<file path="config.mk">
export PLATFORM = sky130hd
export DESIGN_NAME = menu_ctl_flat
export DESIGN_NICKNAME = d
export VERILOG_FILES = /design/src/rtl/vga_pkg.sv /design/src/rtl/menu_ctl_if.sv /design/src/rtl/menu_ctl_btn_repeat.sv /design/src/rtl/menu_ctl.sv /design/src/flat_wrapper.sv
export SDC_FILE = /design/constraint.sdc
export NUM_CORES = 1
export LEC_CHECK = 0
export CAP_MARGIN = 20
export CORE_MARGIN = 2
export CORE_UTILIZATION = 45
export DETAILED_ROUTE_END_ITERATION = 10
export GPL_ROUTABILITY_DRIVEN = 1
export PLACE_DENSITY = 0.72
export SKIP_CTS_REPAIR_TIMING = 1
export SLEW_MARGIN = 20
export SYNTH_ARGS = -nofsm -noshare
export SYNTH_HDL_FRONTEND = slang
export SYNTH_SLANG_ARGS = --single-unit
</file>
<file path="constraint.sdc">
create_clock -name clk -period 5.51 [get_ports clk]
set_input_delay 0.8265 -clock clk [delete_from_list [all_inputs] [get_ports clk]]
set_output_delay 0.8265 -clock clk [all_outputs]
set_load 0.02 [all_outputs]
</file>
<file path="src/rtl/vga_pkg.sv">
// Shared display types and character codes for the menu/overlay logic.
package vga_pkg;
  typedef enum logic [2:0] {
    MODE_MENU     = 3'd0,
    MODE_PLAY     = 3'd1,
    MODE_STORY    = 3'd2,
    MODE_ABOUT    = 3'd3,
    MODE_CONTROLS = 3'd4
  } mode_t;

  typedef enum logic {ST_MENU, ST_ITEM} menu_st_t;

  localparam int         N_MENU_ITEMS = 4;
  localparam logic [6:0] SPACE        = 7'h20;
  localparam logic [6:0] MARKER       = 7'h41;
endpackage

</file>
<file path="src/rtl/menu_ctl_if.sv">
// Button inputs, text-grid overlay path and menu status outputs.
interface menu_ctl_if;
  import vga_pkg::*;
  logic       btn_up, btn_down, btn_enter, btn_back;
  logic [7:0] char_xy;
  logic [6:0] char_code_in;
  logic [6:0] char_code_out;
  logic [1:0] cursor;
  mode_t      mode;
  logic       mode_change;

  modport master (output btn_up, btn_down, btn_enter, btn_back, char_xy, char_code_in,
                  input  char_code_out, cursor, mode, mode_change);
  modport slave  (input  btn_up, btn_down, btn_enter, btn_back, char_xy, char_code_in,
                  output char_code_out, cursor, mode, mode_change);
endinterface

</file>
<file path="src/rtl/menu_ctl_btn_repeat.sv">
// Rising-edge detect plus hold/auto-repeat timer; step_o pulses once per move.
module menu_btn_repeat #(
  parameter int HOLD_CYCLES   = 32_500_000,
  parameter int REPEAT_CYCLES = 9_750_000
) (
  input  logic clk,
  input  logic rst,
  input  logic btn_i,
  input  logic clr_i,
  output logic step_o
);
  localparam int MAXC = (HOLD_CYCLES > REPEAT_CYCLES) ? HOLD_CYCLES : REPEAT_CYCLES;
  localparam int CW   = (MAXC > 2) ? $clog2(MAXC) : 1;

  logic          prev_q, run_q, rep_q;
  logic          run_d, rep_d, rpt, edge_det;
  logic [CW-1:0] cnt_q, cnt_d;

  assign edge_det = btn_i & ~prev_q;

  // The counter only runs after a genuine edge, so a level held through
  // reset or through an ITEM screen never starts repeating on its own.
  always_comb begin
    cnt_d = cnt_q;
    run_d = run_q;
    rep_d = rep_q;
    rpt   = 1'b0;
    if (!btn_i || clr_i) begin
      cnt_d = '0; run_d = 1'b0; rep_d = 1'b0;
    end else if (edge_det) begin
      cnt_d = '0; run_d = 1'b1; rep_d = 1'b0;
    end else if (run_q) begin
      if (!rep_q && cnt_q == CW'(HOLD_CYCLES - 1)) begin
        rpt = 1'b1; cnt_d = '0; rep_d = 1'b1;
      end else if (rep_q && cnt_q == CW'(REPEAT_CYCLES - 1)) begin
        rpt = 1'b1; cnt_d = '0;
      end else begin
        cnt_d = cnt_q + CW'(1);
      end
    end
  end

  assign step_o = (edge_det | rpt) & ~clr_i;

  always_ff @(posedge clk or posedge rst) begin
    if (rst) begin
      prev_q <= 1'b1;
      run_q  <= 1'b0;
      rep_q  <= 1'b0;
      cnt_q  <= '0;
    end else begin
      prev_q <= btn_i;
      run_q  <= run_d;
      rep_q  <= rep_d;
      cnt_q  <= cnt_d;
    end
  end
endmodule

</file>
<file path="src/rtl/menu_ctl.sv">
// Menu cursor/mode FSM with the selection-marker overlay on the text stream.
module menu_ctl
  import vga_pkg::*;
#(
  parameter int N_ITEMS       = N_MENU_ITEMS,
  parameter int HOLD_CYCLES   = 32_500_000,
  parameter int REPEAT_CYCLES = 9_750_000
) (
  input  logic      clk,
  input  logic      rst,
  menu_ctl_if.slave mbus
);
  menu_st_t   state_q, state_d;
  logic [1:0] cursor_q, cursor_d;
  mode_t      mode_q, mode_d;
  logic       mc_q, mc_d;
  logic       prev_ent_q, prev_back_q, ent_edge, back_edge;
  logic       up_step, dn_step, in_item;
  logic [7:0] xy_q;
  logic [6:0] code_q, code_d;

  assign in_item   = (state_q != ST_MENU);
  assign ent_edge  = mbus.btn_enter & ~prev_ent_q;
  assign back_edge = mbus.btn_back & ~prev_back_q;

  // Each direction is cleared by the other being held, which also cancels
  // simultaneous up+down edges.
  menu_btn_repeat #(.HOLD_CYCLES(HOLD_CYCLES), .REPEAT_CYCLES(REPEAT_CYCLES)) u_up (
    .clk(clk), .rst(rst), .btn_i(mbus.btn_up),
    .clr_i(mbus.btn_down | in_item), .step_o(up_step));
  menu_btn_repeat #(.HOLD_CYCLES(HOLD_CYCLES), .REPEAT_CYCLES(REPEAT_CYCLES)) u_dn (
    .clk(clk), .rst(rst), .btn_i(mbus.btn_down),
    .clr_i(mbus.btn_up | in_item), .step_o(dn_step));

  always_comb begin
    state_d  = state_q;
    cursor_d = cursor_q;
    mode_d   = mode_q;
    mc_d     = 1'b0;
    case (state_q)
      ST_MENU: begin
        if (ent_edge) begin
          state_d = ST_ITEM;
          mode_d  = mode_t'(MODE_PLAY + {1'b0, cursor_q});
          mc_d    = 1'b1;
        end else if (up_step) begin
          cursor_d = (cursor_q == 2'd0) ? 2'(N_ITEMS - 1) : cursor_q - 2'd1;
        end else if (dn_step) begin
          cursor_d = (cursor_q == 2'(N_ITEMS - 1)) ? 2'd0 : cursor_q + 2'd1;
        end
      end
      default: begin
        if (back_edge) begin
          state_d = ST_MENU;
          mode_d  = MODE_MENU;
          mc_d    = 1'b1;
        end
      end
    endcase
  end

  always_comb begin
    code_d = mbus.char_code_in;
    if (xy_q[3:0] == 4'd1 && 32'(xy_q[7:4]) < N_ITEMS)
      code_d = (xy_q[7:4] == {2'b00, cursor_q} && state_q == ST_MENU) ? MARKER : SPACE;
  end

  always_ff @(posedge clk or posedge rst) begin
    if (rst) begin
      state_q     <= ST_MENU;
      cursor_q    <= 2'd0;
      mode_q      <= MODE_MENU;
      mc_q        <= 1'b0;
      prev_ent_q  <= 1'b1;
      prev_back_q <= 1'b1;
      xy_q        <= 8'd0;
      code_q      <= SPACE;
    end else begin
      state_q     <= state_d;
      cursor_q    <= cursor_d;
      mode_q      <= mode_d;
      mc_q        <= mc_d;
      prev_ent_q  <= mbus.btn_enter;
      prev_back_q <= mbus.btn_back;
      xy_q        <= mbus.char_xy;
      code_q      <= code_d;
    end
  end

  assign mbus.cursor        = cursor_q;
  assign mbus.mode          = mode_q;
  assign mbus.mode_change   = mc_q;
  assign mbus.char_code_out = code_q;
endmodule
</file>
<file path="src/flat_wrapper.sv">
// flat-port wrapper written by rule: the top's interface ports become plain ports
module menu_ctl_flat import vga_pkg::*;
#(
  parameter int N_ITEMS       = N_MENU_ITEMS,
  parameter int HOLD_CYCLES   = 32_500_000,
  parameter int REPEAT_CYCLES = 9_750_000
)
  (clk, rst, mbus_btn_up, mbus_btn_down, mbus_btn_enter, mbus_btn_back, mbus_char_xy, mbus_char_code_in, mbus_char_code_out, mbus_cursor, mbus_mode, mbus_mode_change);
  menu_ctl_if mbus_i ();
  input  logic clk;
  input  logic rst;
  input wire logic [$bits(mbus_i.btn_up)-1:0] mbus_btn_up;
  input wire logic [$bits(mbus_i.btn_down)-1:0] mbus_btn_down;
  input wire logic [$bits(mbus_i.btn_enter)-1:0] mbus_btn_enter;
  input wire logic [$bits(mbus_i.btn_back)-1:0] mbus_btn_back;
  input wire logic [$bits(mbus_i.char_xy)-1:0] mbus_char_xy;
  input wire logic [$bits(mbus_i.char_code_in)-1:0] mbus_char_code_in;
  output wire logic [$bits(mbus_i.char_code_out)-1:0] mbus_char_code_out;
  output wire logic [$bits(mbus_i.cursor)-1:0] mbus_cursor;
  output wire logic [$bits(mbus_i.mode)-1:0] mbus_mode;
  output wire logic [$bits(mbus_i.mode_change)-1:0] mbus_mode_change;
  assign mbus_i.btn_up = mbus_btn_up;
  assign mbus_i.btn_down = mbus_btn_down;
  assign mbus_i.btn_enter = mbus_btn_enter;
  assign mbus_i.btn_back = mbus_btn_back;
  assign mbus_i.char_xy = mbus_char_xy;
  assign mbus_i.char_code_in = mbus_char_code_in;
  assign mbus_char_code_out = mbus_i.char_code_out;
  assign mbus_cursor = mbus_i.cursor;
  assign mbus_mode = mbus_i.mode;
  assign mbus_mode_change = mbus_i.mode_change;
  menu_ctl #(.N_ITEMS(N_ITEMS), .HOLD_CYCLES(HOLD_CYCLES), .REPEAT_CYCLES(REPEAT_CYCLES)) u_core (.clk(clk), .rst(rst), .mbus(mbus_i));
endmodule
</file>
==> impl_results.md <==
* Clock power share at between 30% and 40%
* Final Setup Violations at 0
* First-pass GRT wire length at 14.26 mm
* Post-DR vias/cell at between 5 and 6
* CTS tree: yes
* M1 WL at 4.111 mm
* Layout fillers at 800
* Met3 WL at 393 um
* Clk root buf: clkbuf_8
* Critical Path Slowest Stage Cell: clkdlybuf4s50_1
* Clock Latency Late Sink at approximately 0.34 ns
* Arr. time, crit path at 2.80 ns
* TritonCTS buffer count at 9
* Worst hold slack at slightly above 0.5 ns
* DRT antenna net count at 0
* Setup_tns at 0 ns
* P_leak at around 1.9 nW
* F_max at about 0.39 GHz
* Synth Instances at 393
* ANT cells at 0
* Antenna violations before repair at 0
* DRT Pass-1 Iters at 4
* Int Pwr at between 0.8 and 0.9 mW
* Tmin final at 2.559 ns
* Endpoint class of the critical path: flop
* Layout cell share with drive strength beyond 1 at between 7 and 8%
* Compound-Gate Fraction of Synth Area at 8.715%
* Register bit count reported by yosys at 80
* Syn Nets at approximately 420
* Nets at about 460
* WS Path Type: in2reg
* Synthesized-area fraction occupied by and/or/nand/nor cells at between 20 and 30%
* Comb pwr share at 10.8%
* Vias in the first global route at a little under 3000
* Area growth syn-to-layout at 16.07%
* Status: finished, final reports clean
* Post-synthesis cell area at slightly below 4000 um2
* Critical hold path startpoint: u_core.mbus.mode[2]
* CTS HTree Levels at 3
* Clock Path Buffers at 2
* Starting density of the core at roughly 46%
* Worst Tran Pin Value at roughly 0.83 ns
* Ys Warns at 0
* Worst-path clk slew at roughly 0.080 ns
* Wirelength, routed at 8.213 mm
* RSZ-0062 raised after global routing: false
* WL met2 at roughly 3.6 mm
* Core ar. at about 8600 um2
* Combinational family with the most area after synthesis: simple AND/OR/NAND/NOR gates
* XOR/XNOR share of the synthesized area at ~8.6%
* DPL Wire Length at approximately 5.8 mm
* Sequential-to-total area share from yosys stat at 50.68%
* Largest net degree at the start of global routing at approximately 80
* Gpl congestion at between 0.8 and 0.9
* Clock sinks at 80
* Critical path required time at ~5.8 ns
* Switching pwr at 0.2893 mW
* Pwr Density at around 260 nW/um2
* Max-slew headroom at between 40% and 50%
* Net Sw Frac at between 20% and 30%
* Fin crit share at a little under half
* Die outline height at between 90 and 100 um
* Final hold violation count at 0
* CP Cell Sequence: clkdlybuf4s50_1 > nor3b_2 > a21oi_1 > nand3_1 > or3_1 > a21oi_1
* Adder-cell area share of the yosys netlist at 1.263%
* Flop pwr share at around 53%
* Ys flop type: dfrtp_1
* Reg-to-reg startpoint: u_core.u_dn.cnt_q[5]
* Post-synth ARST share at between 90% and 100%
* CP max FO at 6
* Avg Inst Size Synth at 10.08 um2
* Most frequent cell on the critical path: a21oi_1
* CP max stage delay at ~0.5 ns
* Worst clock skew at around 0.0046 ns
* GRT Util Overall at around 18%
* Top sig layer: met4
* Startpoint Class: input pin
* Crit. Startpoint: mbus_btn_down
* I/O Buffers at 33
* Global route overflow at 0
* Final Max Tran Viols at 0
* Die ar. at between 9000 and 10000 um2
* Post-synth EDFFs at 0
* # DRC at 0
* Cell variety after synth at 53
* Number of primary I/O pins at 34
* Vias at between 3000 and 4000
* Maximum VDD drop at 0.1265 mV
* Drt wl/cell at 15.13 um
* Max-cap violation count at 0
* Die W at about 98 um
* Cell Rows at 34
* DR iter-0 viols at 217
* Worst min path class: reg2reg
* Multiplexer share of the synthesized area at 0%
## critical path, delay by kind of cell
family                 cells  cell delay, ns
and+or+nand+nor            3            0.91
buffers and inverters      1            0.51
AOI/OAI and AO/OA          2            0.55
## power groups by stage
stage	registers, mW	logic, mW	clock network [mW]
2_1_floorplan	0.644	0.0651	0
3_3_place_gp	0.640	0.125	0
3_5_place_dp	0.641	0.128	0
4_1_cts	0.629	0.128	0.439
5_1_grt	0.632	0.141	0.464
6_report	0.629	0.128	0.423
## area by class of cell
cell class | count | area, um2 | area share (%)
clock inverters | 3 | 42.54 | 0.9249
flip-flops and latches | 80 | 2008 | 43.66
repair buffers | 35 | 365.4 | 7.943
clock buffers | 13 | 148.9 | 3.237
multi-input cells | 296 | 1868 | 40.61
well taps | 108 | 135.1 | 2.938
inverters | 8 | 31.28 | 0.6801
## synthesized netlist by cell type, types with 3 or more instances
| master | n | area (um2) |
|---|---|---|
| ha_1 | 4 | 50.05 |
| and2_1 | 7 | 43.79 |
| dfrtp_1 | 75 | 1877 |
| inv_1 | 8 | 30.03 |
| dfstp_2 | 5 | 131.4 |
| a21o_1 | 8 | 60.06 |
| nor4_1 | 3 | 18.77 |
| nand3_1 | 24 | 120.1 |
| nand4_1 | 16 | 100.1 |
| nor4b_1 | 7 | 61.31 |
| nor3_1 | 10 | 50.05 |
| nand2_1 | 28 | 105.1 |
| xnor2_1 | 16 | 140.1 |
| nor2_1 | 53 | 198.9 |
| nor4bb_1 | 4 | 40.04 |
| a21oi_1 | 9 | 45.04 |
| o21ai_0 | 8 | 40.04 |
| and4b_1 | 4 | 40.04 |
| and3_1 | 15 | 93.84 |
| nor2b_1 | 4 | 25.02 |
| a22o_1 | 6 | 52.55 |
| nand2b_1 | 3 | 18.77 |
| buf_2 | 6 | 30.03 |
| and4_1 | 7 | 61.31 |
| or3_1 | 6 | 37.54 |
| xor2_1 | 23 | 201.4 |
| o21ai_1 | 4 | 20.02 |
## cells by family after synthesis
group | Yosys count
AOI/OAI and AO/OA | 50
xor gates and xnor gates | 39
adders and majority gates | 4
buffers and inverters | 17
DFF | 80
and+or+nand+nor | 203
## flip-flops by register name, indices dropped and copies added (netlist names), 2 cells and up
signal and count:
u_core.mbus.char_code_out 7, u_core.u_up.cnt_q 25, u_core.mbus.cursor 2, u_core.mbus.mode 3, u_core.xy_q 8, u_core.u_dn.cnt_q 25
## layout by cell type, fill, tap and decap left out, types with 9 or more instances in the layout
cell / instances
nor3_1: 10
nand2_1: 28
xnor2_1: 16
nand4_1: 16
clkbuf_8: 10
clkdlybuf4s50_1: 33
a21oi_1: 9
and3_1: 15
dfrtp_1: 75
xor2_1: 23
nor2_1: 53
nand3_1: 24
## metrics by stage
stage | utilization [%] | instances | power [mW] | worst slack (ns) | cell area [um2]
global route | 53.26 | 543 | 1.238 | 2.843 | 4599
detailed placement | 50.72 | 526 | 0.7684 | 2.614 | 4380
floorplan | - | 393 | 0.7096 | 2.640 | 3963
CTS | 52.94 | 542 | 1.196 | 2.996 | 4572
global placement | 50.72 | 526 | 0.7648 | 2.668 | 4380
finish | 53.26 | 543 | 1.181 | 2.951 | 4599
## final timing paths
path                                         end  slack [ns]  cells after the start
max reg2reg                 u_core.u_dn.cnt_q[5]        3.30                      5
min in group asynchronous  u_core.u_up.cnt_q[13]        0.83                      3
min reg2reg                  u_core.mbus.mode[2]        0.51                      1
min                          u_core.mbus.mode[2]        0.51                      1
max in group asynchronous     u_core.prev_back_q        4.05                      4
max                        u_core.u_dn.cnt_q[22]        2.95                      6
## per-layer routing
| layer | global-route usage (%) | up-vias |
|---|---|---|
| met1 | 26.62 | 1483 |
| met2 | 26.71 | 82 |
| met4 | 6.517 | 0 |
| met5 | 0 | - |
| met3 | 4.152 | 8 |
| li1 | - | 1473 |
No activity file was read; power rests on OpenSTA's default activity.
